--- src/rtl/bpu_pkg.sv ---
`default_nettype none
// ============================================================================
// Module      : bpu_pkg
// Description : Shared encodings, queue entry layout and the bimodal
//               next-state helper for the branch-predictor update queue.
// Revision    : 1.0 - initial release
// ============================================================================
package bpu_pkg;

  // Two-bit saturating-counter prediction states
  localparam logic [1:0] PRED_STRONG_NT = 2'b00;
  localparam logic [1:0] PRED_WEAK_NT   = 2'b01;
  localparam logic [1:0] PRED_WEAK_T    = 2'b10;
  localparam logic [1:0] PRED_STRONG_T  = 2'b11;

  // Per-entry metadata; the predictor-state address is stored alongside it
  // because its width is a module parameter.
  typedef struct packed {
    logic       was_pred;
    logic [1:0] ps_state;
    logic       direction;
  } uq_meta_t;

  localparam int META_W = $bits(uq_meta_t);

  // Saturating bimodal update: taken counts up, not-taken counts down
  function automatic logic [1:0] bimodal_next(input logic [1:0] state,
                                              input logic       taken);
    logic [1:0] nxt;
    nxt = state;
    if (taken) begin
      if (state != PRED_STRONG_T) nxt = state + 2'd1;
    end else begin
      if (state != PRED_STRONG_NT) nxt = state - 2'd1;
    end
    return nxt;
  endfunction

endpackage
`default_nettype wire

--- src/rtl/bpu_uq_fifo.sv ---
`default_nettype none
// ============================================================================
// Module      : bpu_uq_fifo
// Description : Entry storage for the predictor update queue: wrapping
//               read/write pointers, occupancy counter, per-entry valid bits
//               and an in-place state rewrite port used for chaining.
// Revision    : 1.0 - initial release
// ============================================================================
module bpu_uq_fifo
  import bpu_pkg::*;
#(
  parameter int PS_SIZE = 8,
  parameter int UQ_LOG2 = 2
) (
  input  logic                              clk,
  input  logic                              reset,
  input  logic                              i_push,
  input  logic [META_W-1:0]                 i_push_meta,
  input  logic [PS_SIZE-1:0]                i_push_addr,
  input  logic                              i_pop,
  input  logic [(2**UQ_LOG2)-1:0]           i_upd_mask,
  input  logic [1:0]                        i_upd_state,
  output logic [UQ_LOG2:0]                  o_count,
  output logic [META_W-1:0]                 o_head_meta,
  output logic [PS_SIZE-1:0]                o_head_addr,
  output logic [UQ_LOG2-1:0]                o_rd_ptr,
  output logic [(2**UQ_LOG2)-1:0]           o_valid,
  output logic [(2**UQ_LOG2)*PS_SIZE-1:0]   o_addr_flat
);

  localparam int DEPTH = 2**UQ_LOG2;

  uq_meta_t             r_meta [DEPTH];
  logic [PS_SIZE-1:0]   r_addr [DEPTH];
  logic [DEPTH-1:0]     r_valid;
  logic [UQ_LOG2-1:0]   r_wr_ptr;
  logic [UQ_LOG2-1:0]   r_rd_ptr;
  logic [UQ_LOG2:0]     r_count;

  // Storage update: chaining rewrites first, then pop clears the head slot,
  // then push fills the tail slot (push never targets a valid slot).
  always_ff @(posedge clk or negedge reset) begin
    if (!reset) begin
      for (int i = 0; i < DEPTH; i++) begin
        r_meta[i] <= '0;
        r_addr[i] <= '0;
      end
      r_valid  <= '0;
      r_wr_ptr <= '0;
      r_rd_ptr <= '0;
      r_count  <= '0;
    end else begin
      for (int i = 0; i < DEPTH; i++) begin
        if (i_upd_mask[i]) begin
          r_meta[i].was_pred <= 1'b1;
          r_meta[i].ps_state <= i_upd_state;
        end
      end
      if (i_pop) begin
        r_valid[r_rd_ptr] <= 1'b0;
        r_meta[r_rd_ptr]  <= '0;
        r_addr[r_rd_ptr]  <= '0;
        r_rd_ptr          <= r_rd_ptr + 1'b1;
      end
      if (i_push) begin
        r_valid[r_wr_ptr] <= 1'b1;
        r_meta[r_wr_ptr]  <= uq_meta_t'(i_push_meta);
        r_addr[r_wr_ptr]  <= i_push_addr;
        r_wr_ptr          <= r_wr_ptr + 1'b1;
      end
      case ({i_push, i_pop})
        2'b10:   r_count <= r_count + 1'b1;
        2'b01:   r_count <= r_count - 1'b1;
        default: r_count <= r_count;
      endcase
    end
  end

  assign o_count     = r_count;
  assign o_head_meta = r_meta[r_rd_ptr];
  assign o_head_addr = r_addr[r_rd_ptr];
  assign o_rd_ptr    = r_rd_ptr;
  assign o_valid     = r_valid;

  generate
    for (genvar gi = 0; gi < DEPTH; gi++) begin : g_addr_flat
      assign o_addr_flat[gi*PS_SIZE +: PS_SIZE] = r_addr[gi];
    end
  endgenerate

endmodule
`default_nettype wire

--- src/rtl/bpu_update_queue.sv ---
`default_nettype none
// ============================================================================
// Module      : bpu_update_queue
// Description : Buffers resolved-branch predictor updates and issues them to
//               the predictor-state array when fetch is not using the write
//               port. On issue, younger queued entries for the same address
//               are rewritten with the freshly written state so that they
//               build on it instead of on a stale fetch-time state.
//               Optional macro BPU_UQ_BYPASS_EN: when defined, a resolution
//               arriving at an empty, unblocked queue is issued directly in
//               the same cycle without being enqueued.
// Revision    : 1.0 - initial release
// ============================================================================
module bpu_update_queue
  import bpu_pkg::*;
#(
  parameter int PS_SIZE = 8,
  parameter int UQ_LOG2 = 2
) (
  input  logic               clk,
  input  logic               reset,
  input  logic               res_valid,
  output logic               res_ready,
  input  logic               res_was_pred,
  input  logic [1:0]         res_ps_state,
  input  logic [PS_SIZE-1:0] res_ps_addr,
  input  logic               res_direction,
  input  logic               ps_wr_block,
  output logic               wrb_update_bpu,
  output logic               wrb_was_pred,
  output logic [1:0]         wrb_ps_state,
  output logic [PS_SIZE-1:0] wrb_ps_addr,
  output logic               wrb_direction,
  output logic [UQ_LOG2:0]   uq_count
);

  localparam int               DEPTH     = 2**UQ_LOG2;
  localparam logic [UQ_LOG2:0] DEPTH_CNT = (UQ_LOG2+1)'(DEPTH);

  logic [UQ_LOG2:0]           w_count;
  uq_meta_t                   w_head_meta;
  logic [META_W-1:0]          w_head_meta_bits;
  logic [PS_SIZE-1:0]         w_head_addr;
  logic [UQ_LOG2-1:0]         w_rd_ptr;
  logic [DEPTH-1:0]           w_valid;
  logic [DEPTH*PS_SIZE-1:0]   w_addr_flat;
  logic                       w_queued_issue;
  logic                       w_bypass;
  logic                       w_push;
  logic [1:0]                 w_new_state;
  logic [DEPTH-1:0]           w_upd_mask;
  uq_meta_t                   w_push_meta;

  assign w_head_meta = uq_meta_t'(w_head_meta_bits);

  // Ready depends only on occupancy so a blocked queue still fills up
  assign res_ready      = (w_count != DEPTH_CNT);
  assign w_queued_issue = (w_count != '0) && !ps_wr_block;

`ifdef BPU_UQ_BYPASS_EN
  assign w_bypass = (w_count == '0) && res_valid && !ps_wr_block;
`else
  assign w_bypass = 1'b0;
`endif

  assign w_push = res_valid && res_ready && !w_bypass;

  // State written for the head entry: trained counter if it was predicted,
  // otherwise a weak state leaning toward the actual outcome
  assign w_new_state = w_head_meta.was_pred
                     ? bimodal_next(w_head_meta.ps_state, w_head_meta.direction)
                     : {w_head_meta.direction, !w_head_meta.direction};

  // Chain the written state into every other queued entry of the same address
  generate
    for (genvar gi = 0; gi < DEPTH; gi++) begin : g_chain
      assign w_upd_mask[gi] = w_queued_issue && w_valid[gi]
                           && (w_addr_flat[gi*PS_SIZE +: PS_SIZE] == w_head_addr)
                           && (UQ_LOG2'(gi) != w_rd_ptr);
    end
  endgenerate

  // Incoming entry also picks up the chained state when it hits the issuing address
  always_comb begin
    w_push_meta.was_pred  = res_was_pred;
    w_push_meta.ps_state  = res_ps_state;
    w_push_meta.direction = res_direction;
    if (w_queued_issue && (res_ps_addr == w_head_addr)) begin
      w_push_meta.was_pred = 1'b1;
      w_push_meta.ps_state = w_new_state;
    end
  end

  bpu_uq_fifo #(
    .PS_SIZE (PS_SIZE),
    .UQ_LOG2 (UQ_LOG2)
  ) u_fifo (
    .clk         (clk),
    .reset       (reset),
    .i_push      (w_push),
    .i_push_meta (w_push_meta),
    .i_push_addr (res_ps_addr),
    .i_pop       (w_queued_issue),
    .i_upd_mask  (w_upd_mask),
    .i_upd_state (w_new_state),
    .o_count     (w_count),
    .o_head_meta (w_head_meta_bits),
    .o_head_addr (w_head_addr),
    .o_rd_ptr    (w_rd_ptr),
    .o_valid     (w_valid),
    .o_addr_flat (w_addr_flat)
  );

  // Write-port payload: head entry, or the live input when bypassing
  always_comb begin
    wrb_update_bpu = w_queued_issue;
    wrb_was_pred   = w_head_meta.was_pred;
    wrb_ps_state   = w_head_meta.ps_state;
    wrb_ps_addr    = w_head_addr;
    wrb_direction  = w_head_meta.direction;
    if (w_bypass) begin
      wrb_update_bpu = 1'b1;
      wrb_was_pred   = res_was_pred;
      wrb_ps_state   = res_ps_state;
      wrb_ps_addr    = res_ps_addr;
      wrb_direction  = res_direction;
    end
  end

  assign uq_count = w_count;

endmodule
`default_nettype wire

--- config.mk ---
export PLATFORM = sky130hd
export DESIGN_NAME = bpu_update_queue
export DESIGN_NICKNAME = d
export VERILOG_FILES = /design/src/rtl/bpu_pkg.sv /design/src/rtl/bpu_uq_fifo.sv /design/src/rtl/bpu_update_queue.sv
export SDC_FILE = /design/constraint.sdc
export NUM_CORES = 1
export LEC_CHECK = 0
export CELL_PAD_IN_SITES_DETAIL_PLACEMENT = 1
export CELL_PAD_IN_SITES_GLOBAL_PLACEMENT = 2
export CORE_UTILIZATION = 40
export DETAILED_ROUTE_END_ITERATION = 7
export GPL_ROUTABILITY_DRIVEN = 0
export HOLD_SLACK_MARGIN = 0.03
export PLACE_DENSITY_LB_ADDON = 0.25
export SLEW_MARGIN = 20
export SYNTH_ARGS = -nofsm -noshare
export SYNTH_HDL_FRONTEND = slang
export SYNTH_SLANG_ARGS = --single-unit
--- constraint.sdc ---
create_clock -name clk -period 3.8 [get_ports clk]
set_input_delay 0.76 -clock clk [delete_from_list [all_inputs] [get_ports clk]]
set_output_delay 0.76 -clock clk [all_outputs]
set_load 0.05 [all_outputs]
Yosys cells after proc, flatten, opt, wreduce, memory -nomap -nowiden --
Index checks and enable logic that the tools add are counted.
Word-level totals: flip-flop bits (word level) 59, latch bits 0, RAM bits 0, ROM bits 0, output and inout bits 17, logic and storage cells 116, memories 0
Cells by class: add/sub/neg operators 6, $mul 0, div/mod/pow operators 0, magnitude comparators 8, equality and inequality tests 12, shift operators 0, multiplexer cells 36, bitwise gates (word level) 9, reductions and logical operators 25
Operators by type and width (count):
- $mux 32 | 2
- $eq 8x8->1 | 5
- $and 32x32->32 | 1
- $bwmux 32 | 1
- $demux 8 s2 | 2
- $mux 16 | 2
- $mux 8 | 4
- $not 32->32 | 1
- $mux 4 | 6
- $logic_and 1x1->1 | 19
- $and 16x16->16 | 1
- $bmux 8 s2 | 1
- $bwmux 16 | 1
- $demux 4 s2 | 2
- $not 16->16 | 1
- $mux 3 | 5
- $bmux 4 s2 | 1
- $mux 2 | 4
- $add 2x1->2 const B | 3
- $ge 3x3->1 const B | 2
- $lt 2x3->1 const B | 2
- $lt 3x1->1 const B | 2
- $not 2->3 | 2
- $pmux 3 s2 | 1
- 18 further kinds | 25

Depth between registers and ports, before layout --
Gate-level depths: netlist of the first run.
depth after elaboration 13, depth in mapped cells 10

By module --
Synthesis of the first run repeated with hierarchy kept, for this count alone.
Second synthesis, totals: cell total of the unflattened synthesis 273, area, all modules 3442.1 sq um
Modules (own cells, without submodules):
- bpu_uq_fifo | instances 1, cells an instance 189, area an instance 2812.7 sq um, seq. area each 1476.4 sq um
- bpu_update_queue | instances 1, cells an instance 84, area an instance 629.4 sq um, seq. area each 0.0 sq um

Worst setup path after synthesis of the first run --
OpenSTA, ideal clock, no wires.
path type register to register, start reg u_fifo.r_count[0] (netlist: u_fifo.o_count[0]), end reg u_fifo.r_count[2] (netlist: u_fifo.o_count[2]), setup time 0.082 ns, arrival time 2.878 ns, data required time 3.718 ns, path slack 0.840 ns, cell stages (with the launch flop) 10, buffers on the path 1, period minus slack after synthesis 2.960 ns, cell sequence dfrtp_1 > nor3_1 > nor2_1 > clkbuf_1 > ha_1 > inv_1 > fa_1 > xor2_1 > nor2_1 > xor2_1
Between the ends: word-level cells in the longest chain between the ends 4, elaborated cells on any way between the ends 10, those cells by class 2 x add/sub; 3 x eq/ne; 1 x mux; 4 x reduce/logical
RTL lines:
- start, declared | RTL line bpu_uq_fifo.sv:38 | logic [UQ_LOG2:0] r_count;
- start signal, assigned | RTL line bpu_uq_fifo.sv:72 | 2'b10: r_count <= r_count + 1'b1;
- start signal, assigned | RTL line bpu_uq_fifo.sv:73 | 2'b01: r_count <= r_count - 1'b1;
- start signal, assigned | RTL line bpu_uq_fifo.sv:74 | default: r_count <= r_count;
- $reduce_bool 3->1 * | RTL line bpu_update_queue.sv:58 | assign w_queued_issue = (w_count != '0) && !ps_wr_block;
- $logic_and 1x1->1 * | RTL line bpu_update_queue.sv:58
- named net wrb_update_bpu | RTL line bpu_update_queue.sv:29 | output logic wrb_update_bpu,
- $eq 2x1->1 / $eq 2x2->1 (equally long branches) | RTL line bpu_uq_fifo.sv:71 | case ({i_push, i_pop})
- $pmux 3 s2 / $reduce_bool 2->1 (equally long branches)
The timed path passes the listed nets; every way through them passes the cells marked *. A chain may end at the register's enable or synchronous reset.

Worst setup path after layout of the first run --
start reg u_fifo.r_rd_ptr[0] (netlist: u_fifo.o_rd_ptr[0]), end out wrb_was_pred
Between the ends: word-level cells in the longest chain between the ends 4
RTL lines:
- start, declared | RTL line bpu_uq_fifo.sv:37 | logic [UQ_LOG2-1:0] r_rd_ptr;
- start signal, assigned | RTL line bpu_uq_fifo.sv:63 | r_rd_ptr <= r_rd_ptr + 1'b1;
- $not 2->3 (not written as such) | RTL line bpu_uq_fifo.sv:80 | assign o_head_meta = r_meta[r_rd_ptr];
- $bmux 4 s2 | RTL line bpu_uq_fifo.sv:80
- $mux 4 (not written as such) (2 in series) | RTL line bpu_uq_fifo.sv:80
- end, declared | RTL line bpu_update_queue.sv:30 | output logic wrb_was_pred,
Every way passes these cells. The select of a mux whose other input is x is not followed.

==> results of run 1 <==
[area by class of cell]
type / count / area, µm²
clock buffer: 13 / 168.9
clock inverter: 2 / 10.01
fill: 1069 / 5126
inverter: 13 / 48.80
multi-input combinational: 273 / 2436
sequential: 59 / 1478
tap: 133 / 166.4
timing repair buffer: 46 / 430.4
[cell usage in the layout (no fill, tap or decap), types with 6 or more instances in the layout]
master           instances
mux4_1                   8
nor2b_1                  6
a21o_1                   8
o21ai_0                  7
ha_1                     9
inv_1                   13
a22o_1                  35
xor2_1                  22
xnor2_1                 38
clkdlybuf4s50_1         30
nand2_1                 14
buf_4                   14
dfrtp_1                 58
a21oi_1                  8
clkbuf_8                12
nand3_1                 14
mux2i_1                 18
nor2_1                   8
[critical path, delay by kind of cell, from the launching register on]
kind / cells / cell delay (ps)
buf+inv: 1 / 740
flops: 1 / 860
mux: 1 / 740
[flip-flops by register name, summed over array words and instances (netlist names)]
| signal | cells |
|---|---|
| u_fifo.o_addr_flat | 32 |
| u_fifo.r_meta | 16 |
| u_fifo.o_valid | 4 |
| u_fifo.o_count | 3 |
| u_fifo.o_rd_ptr | 2 |
| u_fifo.r_wr_ptr | 2 |
[per-stage QoR]
step	util, %	hold slack [ps]
2_1_floorplan	-	439.4
3_3_place_gp	46.22	452.8
3_5_place_dp	46.22	464.7
4_1_cts	48.03	479.9
5_1_grt	48.03	502.5
6_report	48.03	472.2
[routing by layer]
metal	track usage [%]	routed length, µm	vias to the layer above
met2	38.40	5813	86
met4	7.660	187	0
met3	4.972	587	15
li1	-	-	1453
met1	31.52	5444	1640
met5	0	0	-
[worst paths after layout]
path                       slack, ps               start                      to  cells after the start
max                              340  u_fifo.o_rd_ptr[0]            wrb_was_pred                      2
min                              470               reset  u_fifo.o_addr_flat[29]                      1
max reg2reg                      890  u_fifo.o_rd_ptr[0]       u_fifo.r_meta[14]                      6
min reg2reg                      480   u_fifo.o_valid[3]       u_fifo.o_valid[3]                      1
max in group asynchronous       2420               reset      u_fifo.o_rd_ptr[0]                      2
min in group clk                 480   u_fifo.o_valid[3]       u_fifo.o_valid[3]                      1
[logic make-up after synthesis]
group	Yosys count	share of synthesized area, %
buffers and inverters	44	5.161
DFF	59	35.82
muxes	33	12.60
xor gates and xnor gates	62	13.54
adders and majority gates	10	3.218
AOI/OAI and AO/OA	95	18.85
and+or+nand+nor	73	10.81
==> results by group, run 1 <==
Cells and area
  • Layout area overhead: 14.97%
  • Nets@finish: 428
  • Final std cells w/o fill: 539
  • Share of layout cells above drive strength 1: 14.04%
  • Ant diodes: 0
  • Post-route cell area: 4738 µm²

Setup path
  • Largest stage delay on the critical path: 860 ps
  • Crit. End Element: primary output
  • Setup CP Type: flip-flop to primary output
  • Worst-path fanout max: 26
  • Slowest-stage cell, CP: dfrtp_2
  • Sequence of cells on the critical path: mux4_1 > clkdlybuf4s50_1
  • Crit path DAT: 2700 ps
  • WP data required: 3040 ps
  • Worst setup SP type: flip-flop

Yosys
  • Commonest cells post-synth: dfrtp_1 (59), xnor2_1 (38), a22o_1 (35)
  • Synth area leader: dfrtp_1
  • Synth top area share: 35.82%
  • Synth Area per Inst: 10.96 µm²
  • Post-Syn Area: 4121 µm²
  • Main flop type after synthesis: dfrtp_1
  • Asr flop ratio synth: 100.0%
  • Post-synthesis register bit count: 59
  • Synth top area cells: dfrtp_1 (36%), xnor2_1 (8.1%), a22o_1 (7.4%)
  • Yosys cell types: 66
  • Yosys warnings: 0
  • EDFF count, synth: 0
  • Post-synthesis sequential area ratio: 35.82%
  • Top-count cell post-synth: dfrtp_1
  • Synth Instances: 376
  • Syn Nets: 402

Detailed routing
  • Via density: 5.926
  • WL final: 12.03 mm
  • Antenna viol nets, final: 0
  • Avg WL per Cell: 22.32 µm
  • DRC: 0
  • Starting DRT DRC Count: 190
  • Vias: 3194
  • Drt pass-1 iters: 7

Clock tree
  • Root Driver: clkbuf_8
  • CTS tree: yes
  • Clock Path Buffers: 2
  • Clock Pin Slew Worst Setup and Hold Paths: 70 ps
  • Post-CTS setup buffer count: 0
  • Num CTS Buffers: 9
  • Worst-Skew Late Latency: 340 ps
  • CTS H-tree lvls: 3
  • Hold-fix buffers at CTS: 0
  • Cells resized by post-CTS repair: 0
  • Sink Count: 59

Global routing
  • Initial antenna violation count: 0
  • Largest net degree at the start of global routing: 31
  • First-pass GRT wire length: 19.25 mm
  • Total track usage: 23.67%
  • Congestion Overflow GR: 0
  • Vias in the first global route: 3393

Place
  • Dpl hpwl: 8.712 mm
  • # port buffers: 32
  • Placed Instances: 524
  • Dpl ws: 659.7 ps
  • Placed cell areas: 4559 µm²

STA
  • Min Tclk post-route: 3461 ps
  • Fin. max-slew vios: 0
  • Sum Neg Setup Slack: 0 ps
  • Max Clk Rate: 288.9 MHz
  • Fin Clk Skew: 11.58 ps
  • Tcrit/Tclk final: 91.08%
  • RSZ-0062 raised after global routing: false
  • Worst setup margin: 338.9 ps
  • Worst rel slew slack: 40.24%
  • Tightest Pin Transition: 896.3 ps
  • Hold Vio Cnt, Final: 0
  • Final setup violation count: 0

Die
  • Io pins: 33
  • Die Footprint: 10710 µm²
  • # rows: 36
  • Initial Utilization: 41.78%
  • Die Span X: 103.5 µm
  • Die height: 103.5 µm
  • Core area: 9864 µm²

Hold path
  • Worst Hold Class: primary input to asynchronous set/reset pin

Status
  • Status: finished, final reports clean

Run
  • Max-cap viol count: 0
Power of run 1 is left out: the tool's default activity adds up to more than one toggle a clock period on the data nets, which glitch-free logic cannot reach.
==> run 2, diff against run 1 <==
- SYNTH_HIERARCHICAL: default -> 1
==> results by group, run 2 <==
Status
  • Status: finished, final reports clean

Place
  • Dpl hpwl: 5.962 mm
  • Placed Instances: 395
  • # port buffers: 32

Setup path
  • Reg2Reg Capture Point: u_fifo/r_meta[9]
  • Worst-path fanout max: 15
  • Critical Path Sink: wrb_direction
  • R2R Setup Slk: 420 ps
  • Crit path DAT: 2670 ps
  • Critical Path Source: u_fifo/o_rd_ptr[0]
  • Sequence of cells on the critical path: buf_4 > mux4_2 > clkdlybuf4s50_1
  • FF-to-FF path depth: 7
  • Setup CP Type: flip-flop to primary output
  • Crit. End Element: primary output
  • WP data required: 3040 ps
  • Largest stage delay on the critical path: 750 ps
  • CP top delay family: buffers and inverters
  • Buf+Inv Stages, Crit Path: 2
  • Worst setup SP type: flip-flop
  • Worst reg2reg startpoint: u_fifo/o_rd_ptr[0]
  • Slowest-stage cell, CP: dfrtp_1
  • Crit path depth: 3

Cells and area
  • Most frequent cells in the layout: dfrtp_1 (59), a22o_1 (46), xor2_1 (34)
  • Layout area overhead: 13.52%
  • Nets@finish: 327
  • Flip-flop count of the largest register after layout: 32
  • Most common cell after layout, fill and taps aside: dfrtp_1
  • Ant diodes: 0
  • Share of layout cells above drive strength 1: 19.02%
  • Final std cells w/o fill: 410

STA
  • Tightest Pin Transition: 830.8 ps
  • Fin. max-slew vios: 0
  • Final setup violation count: 0
  • Worst rel slew slack: 44.61%
  • Sum Neg Setup Slack: 0 ps
  • Tcrit/Tclk final: 90.37%
  • Min Tclk post-route: 3434 ps
  • RSZ-0062 raised after global routing: false
  • Hold Vio Cnt, Final: 0
  • Max Clk Rate: 291.2 MHz
  • Fin Clk Skew: 7.950 ps

Yosys
  • Synth top area cells: dfrtp_1 (43%), a22o_1 (12%), xor2_1 (8.7%)
  • Synth top area share: 42.89%
  • Asr flop ratio synth: 100.0%
  • Post-synthesis register bit count: 59
  • Yosys warnings: 6
  • Post-synthesis sequential area ratio: 42.89%
  • Synth area leader: dfrtp_1
  • Synth Area per Inst: 12.61 µm²
  • Yosys cell types: 29
  • Syn Nets: 299
  • EDFF count, synth: 0
  • Main flop type after synthesis: dfrtp_1
  • Top-count cell post-synth: dfrtp_1
  • Post-Syn Area: 3442 µm²
  • Commonest cells post-synth: dfrtp_1 (59), a22o_1 (46), xor2_1 (34)
  • Synth Instances: 273

Clock tree
  • Clock Path Buffers: 2
  • Cells resized by post-CTS repair: 0
  • Post-CTS setup buffer count: 0
  • CTS H-tree lvls: 3
  • Sink Count: 59
  • Clock Pin Slew Worst Setup and Hold Paths: 60 ps
  • Num CTS Buffers: 9
  • CTS tree: yes
  • Worst-Skew Late Latency: 340 ps
  • Hold-fix buffers at CTS: 0
  • Root Driver: clkbuf_8

Detailed routing
  • Drt pass-1 iters: 4
  • Vias: 2311
  • DRC: 0
  • WL final: 8.638 mm
  • Avg WL per Cell: 21.07 µm
  • Antenna viol nets, final: 0
  • Starting DRT DRC Count: 79
  • Via density: 5.637

Global routing
  • Congestion Overflow GR: 0
  • First-pass GRT wire length: 14.49 mm
  • Initial antenna violation count: 0
  • Largest net degree at the start of global routing: 38
  • Total track usage: 22.23%
  • Vias in the first global route: 2558

Power
  • Total power: 4.106 mW
  • Switching power of the nets: 1.903 mW
  • Sequential Power Share: 28.5%
  • Internal power: 2.204 mW
  • Combinational power share: 58.8%
  • Peak VDD IR: 0.0005878 V
  • Sw frac: 46.34%
  • Power Density: 1051 nW/µm²
  • Pleak: 1.802 nW
  • Clock power share: 12.8%

Die
  • Initial Utilization: 41.68%
  • Die height: 94.77 µm
  • Core area: 8258 µm²
  • Die Footprint: 8980 µm²
  • Die Span X: 94.77 µm
  • # rows: 33
  • Io pins: 33

Hold path
  • Worst Hold Class: flip-flop to flip-flop

Run
  • Max-cap viol count: 0
==> run 2: cell types whose count changed in the layout (fill, tap and decap cells not counted), sizes merged, moves of 6 or more <==
cell / change
xor2: +12
xnor2: -29
mux2i: -20
o21ai: -6
nand2: -7
nand3: -13
buf: -6
nor2b: -6
mux2: +11
a22o: +13
==> run 2: cell families after synthesis <==
| logic type | count (synthesis) | share of synthesized area, % |
|---|---|---|
| AOI/OAI and AO/OA | 67 | 16.83 |
| DFF | 59 | 42.89 |
| xor gates and xnor gates | 45 | 11.45 |
| and+or+nand+nor | 36 | 5.707 |
| buffers and inverters | 32 | 7.488 |
| muxes | 24 | 11.78 |
| adders and majority gates | 10 | 3.853 |
==> run 2: final cells by class <==
class / count / area (µm²)
clock buffers: 13 / 168.9
clock inverters: 2 / 10.01
fillers: 888 / 4350
inverters: 8 / 30.03
multi-input cells: 182 / 1708
flip-flops and latches: 59 / 1476
well taps: 105 / 131.4
repair buffers: 41 / 382.9
==> run 2: routing by layer <==
metal | up-vias | wire length (µm) | track usage (%)
li1 | 1052 | - | -
met3 | 9 | 447 | 7.005
met1 | 1195 | 3914 | 29.87
met5 | - | 0 | 0
met4 | 0 | 83 | 4.924
met2 | 55 | 4193 | 35.07
==> run 2: worst register-to-register path, delay by kind of cell (launching register included) <==
family          cells  cell delay [ps]
mux                 2             1110
flops               1              750
simple gates        3             1010
compound gates      1              190
xor+xnor            1              210
==> run 2: power by group through the flow <==
stage | clock network (mW) | logic [mW] | registers (mW)
floorplan | 0 | 1.93 | 1.14
global placement | 0 | 2.40 | 1.17
detailed placement | 0 | 2.42 | 1.17
CTS | 0.537 | 2.44 | 1.17
global route | 0.577 | 2.62 | 1.21
finish | 0.524 | 2.41 | 1.17
==> run 2: how the worst min path moves through the flow <==
stage	start	end	slack, ps	cells past startpoint
after detailed placement	u_fifo/o_valid[3]	u_fifo/o_valid[3]	470	1
after global routing	u_fifo/o_valid[3]	u_fifo/o_valid[3]	510	1
after floorplan	u_fifo/o_valid[1]	u_fifo/o_valid[1]	450	1
after CTS	u_fifo/o_valid[3]	u_fifo/o_valid[3]	490	1
after global placement	u_fifo/o_valid[3]	u_fifo/o_valid[3]	460	1
final	u_fifo/o_valid[3]	u_fifo/o_valid[3]	490	1
==> run 2: metrics by stage <==
stage | utilization [%] | worst slack, ps | area (µm²) | hold slack [ps]
finish | 47.32 | 366.1 | 3908 | 485.1
global route | 47.32 | 225.0 | 3908 | 509.8
CTS | 47.32 | 338.6 | 3908 | 486.0
detailed placement | 45.15 | 430.9 | 3729 | 470.0
global placement | 45.15 | 414.4 | 3729 | 459.8
floorplan | - | 646.8 | 3442 | 449.0
(Power assumes the default switching activity.)
==> run 3, diff against run 2 <==
- CORE_UTILIZATION: 40 -> 35
==> results by group, run 3 (synthesis gave the netlist of run 2 again) <==
STA
  • Min Tclk post-route: 3484 ps
  • Final setup violation count: 0
  • Max Clk Rate: 287.0 MHz
  • Tightest Pin Transition: 775.4 ps
  • Tcrit/Tclk final: 91.69%
  • Fin. max-slew vios: 0
  • Fin Clk Skew: 11.62 ps
  • Worst rel slew slack: 48.31%
  • Hold slack: 486.9 ps
  • Hold Vio Cnt, Final: 0
  • Worst setup margin: 315.7 ps
  • RSZ-0062 raised after global routing: false
  • Sum Neg Setup Slack: 0 ps

Hold path
  • Worst Hold Class: flip-flop to flip-flop
  • Hold Path Sink: u_fifo/o_valid[1]
  • Min-delay src: u_fifo/o_valid[1]
  • Worst hold path depth: 1

Clock tree
  • Hold-fix buffers at CTS: 0
  • Clock Pin Slew Worst Setup and Hold Paths: 80 ps
  • CTS H-tree lvls: 3
  • Worst-Skew Late Latency: 340 ps
  • Root Driver: clkbuf_8
  • Clock Path Buffers: 2
  • Post-CTS setup buffer count: 0
  • Sink Count: 59
  • CTS tree: yes
  • Num CTS Buffers: 9
  • Cells resized by post-CTS repair: 0

Global routing
  • Largest net degree at the start of global routing: 34
  • GRT met2 Usage: 32.23%
  • Initial antenna violation count: 0
  • GR met1 Demand/Resource: 26.61%
  • First-pass GRT wire length: 14.92 mm
  • Vias in the first global route: 2593
  • M3 GR Usage: 4.762%
  • Total track usage: 20.07%
  • Congestion Overflow GR: 0
  • Most used routing layer: met2

Cells and area
  • Layout area overhead: 15.78%
  • Final core occ: 42.52%
  • Final std cells w/o fill: 438
  • Flip-flop count of the largest register after layout: 32
  • Post-route cell area: 3985 µm²
  • Most common cell after layout, fill and taps aside: dfrtp_1
  • Most frequent cells in the layout: dfrtp_1 (59), a22o_1 (46), xor2_1 (34)
  • Share of layout cells above drive strength 1: 20.39%
  • Nets@finish: 330
  • Ant diodes: 0

Detailed routing
  • Drt pass-1 iters: 4
  • Via density: 5.418
  • WL final: 9.121 mm
  • Starting DRT DRC Count: 83
  • Avg WL per Cell: 20.82 µm
  • DRC: 0
  • Antenna viol nets, final: 0
  • Vias: 2373

Power
  • Pleak: 1.828 nW
  • Total power: 4.192 mW
  • Peak VDD IR: 0.0004769 V
  • Power Density: 1052 nW/µm²

Setup path
  • Crit path DAT: 2720 ps
  • FF-to-FF path depth: 8
  • Crit. End Element: primary output
  • Setup CP Type: flip-flop to primary output
  • Worst reg2reg startpoint: u_fifo/o_rd_ptr[1]
  • Worst setup SP type: flip-flop
  • Reg2Reg Capture Point: u_fifo/r_meta[2]
  • WP data required: 3040 ps
  • R2R Setup Slk: 560 ps
  • Worst-path fanout max: 12

Die
  • # rows: 35
  • Die height: 101.2 µm
  • Io pins: 33
  • Initial Utilization: 36.73%
  • Core area: 9371 µm²
  • Die Span X: 101.2 µm
  • Die Footprint: 10240 µm²

Status
  • Status: finished, final reports clean

Place
  • Dpl hpwl: 6.266 mm
  • Placed cell areas: 3791 µm²
  • Placed Instances: 422
  • # port buffers: 32
  • Dpl ws: 587.9 ps

Run
  • Max-cap viol count: 0
## run 3: worst max path at each step
| stage | startpoint | end | slack [ps] | depth (start not counted) |
|---|---|---|---|---|
| detailed placement | u_fifo/o_rd_ptr[1] | u_fifo/r_meta[2] | 590 | 8 |
| floorplan | u_fifo/o_rd_ptr[1] | u_fifo/r_meta[5] | 650 | 9 |
| CTS | u_fifo/o_rd_ptr[1] | wrb_ps_addr[2] | 270 | 3 |
| global placement | u_fifo/o_rd_ptr[1] | u_fifo/r_meta[1] | 590 | 8 |
| global route | u_fifo/o_rd_ptr[1] | wrb_ps_addr[2] | 180 | 3 |
| finish | u_fifo/o_rd_ptr[1] | wrb_ps_addr[2] | 320 | 3 |
## run 3: worst max-delay path, cell delays in order, from the launching register on
cell             delay [ps]
dfrtp_1                 710
buf_4                   290
mux4_2                  630
clkdlybuf4s50_1         740
## run 3: cell type report
cell class                 instances  area (µm²)
tap                              129       161.4
clock inverter                     5       52.55
inverter                           8       30.03
multi-input combinational        182        1708
sequential                        59        1476
fill                            1037        5386
clock buffer                      11       141.4
timing repair buffer              44       415.4
## run 3: power by group
part	leakage (nW)	total, mW	internal, mW	switching (mW)
sequential	0.753	1.18	0.895	0.284
clock	0.0991	0.575	0.317	0.258
combinational	0.975	2.44	1.03	1.41
## run 3: metal layers
metal / up-vias / wire length, µm
li1: 1059 / -
met1: 1248 / 4319
met2: 59 / 4346
met3: 7 / 349
met4: 0 / 105
met5: - / 0
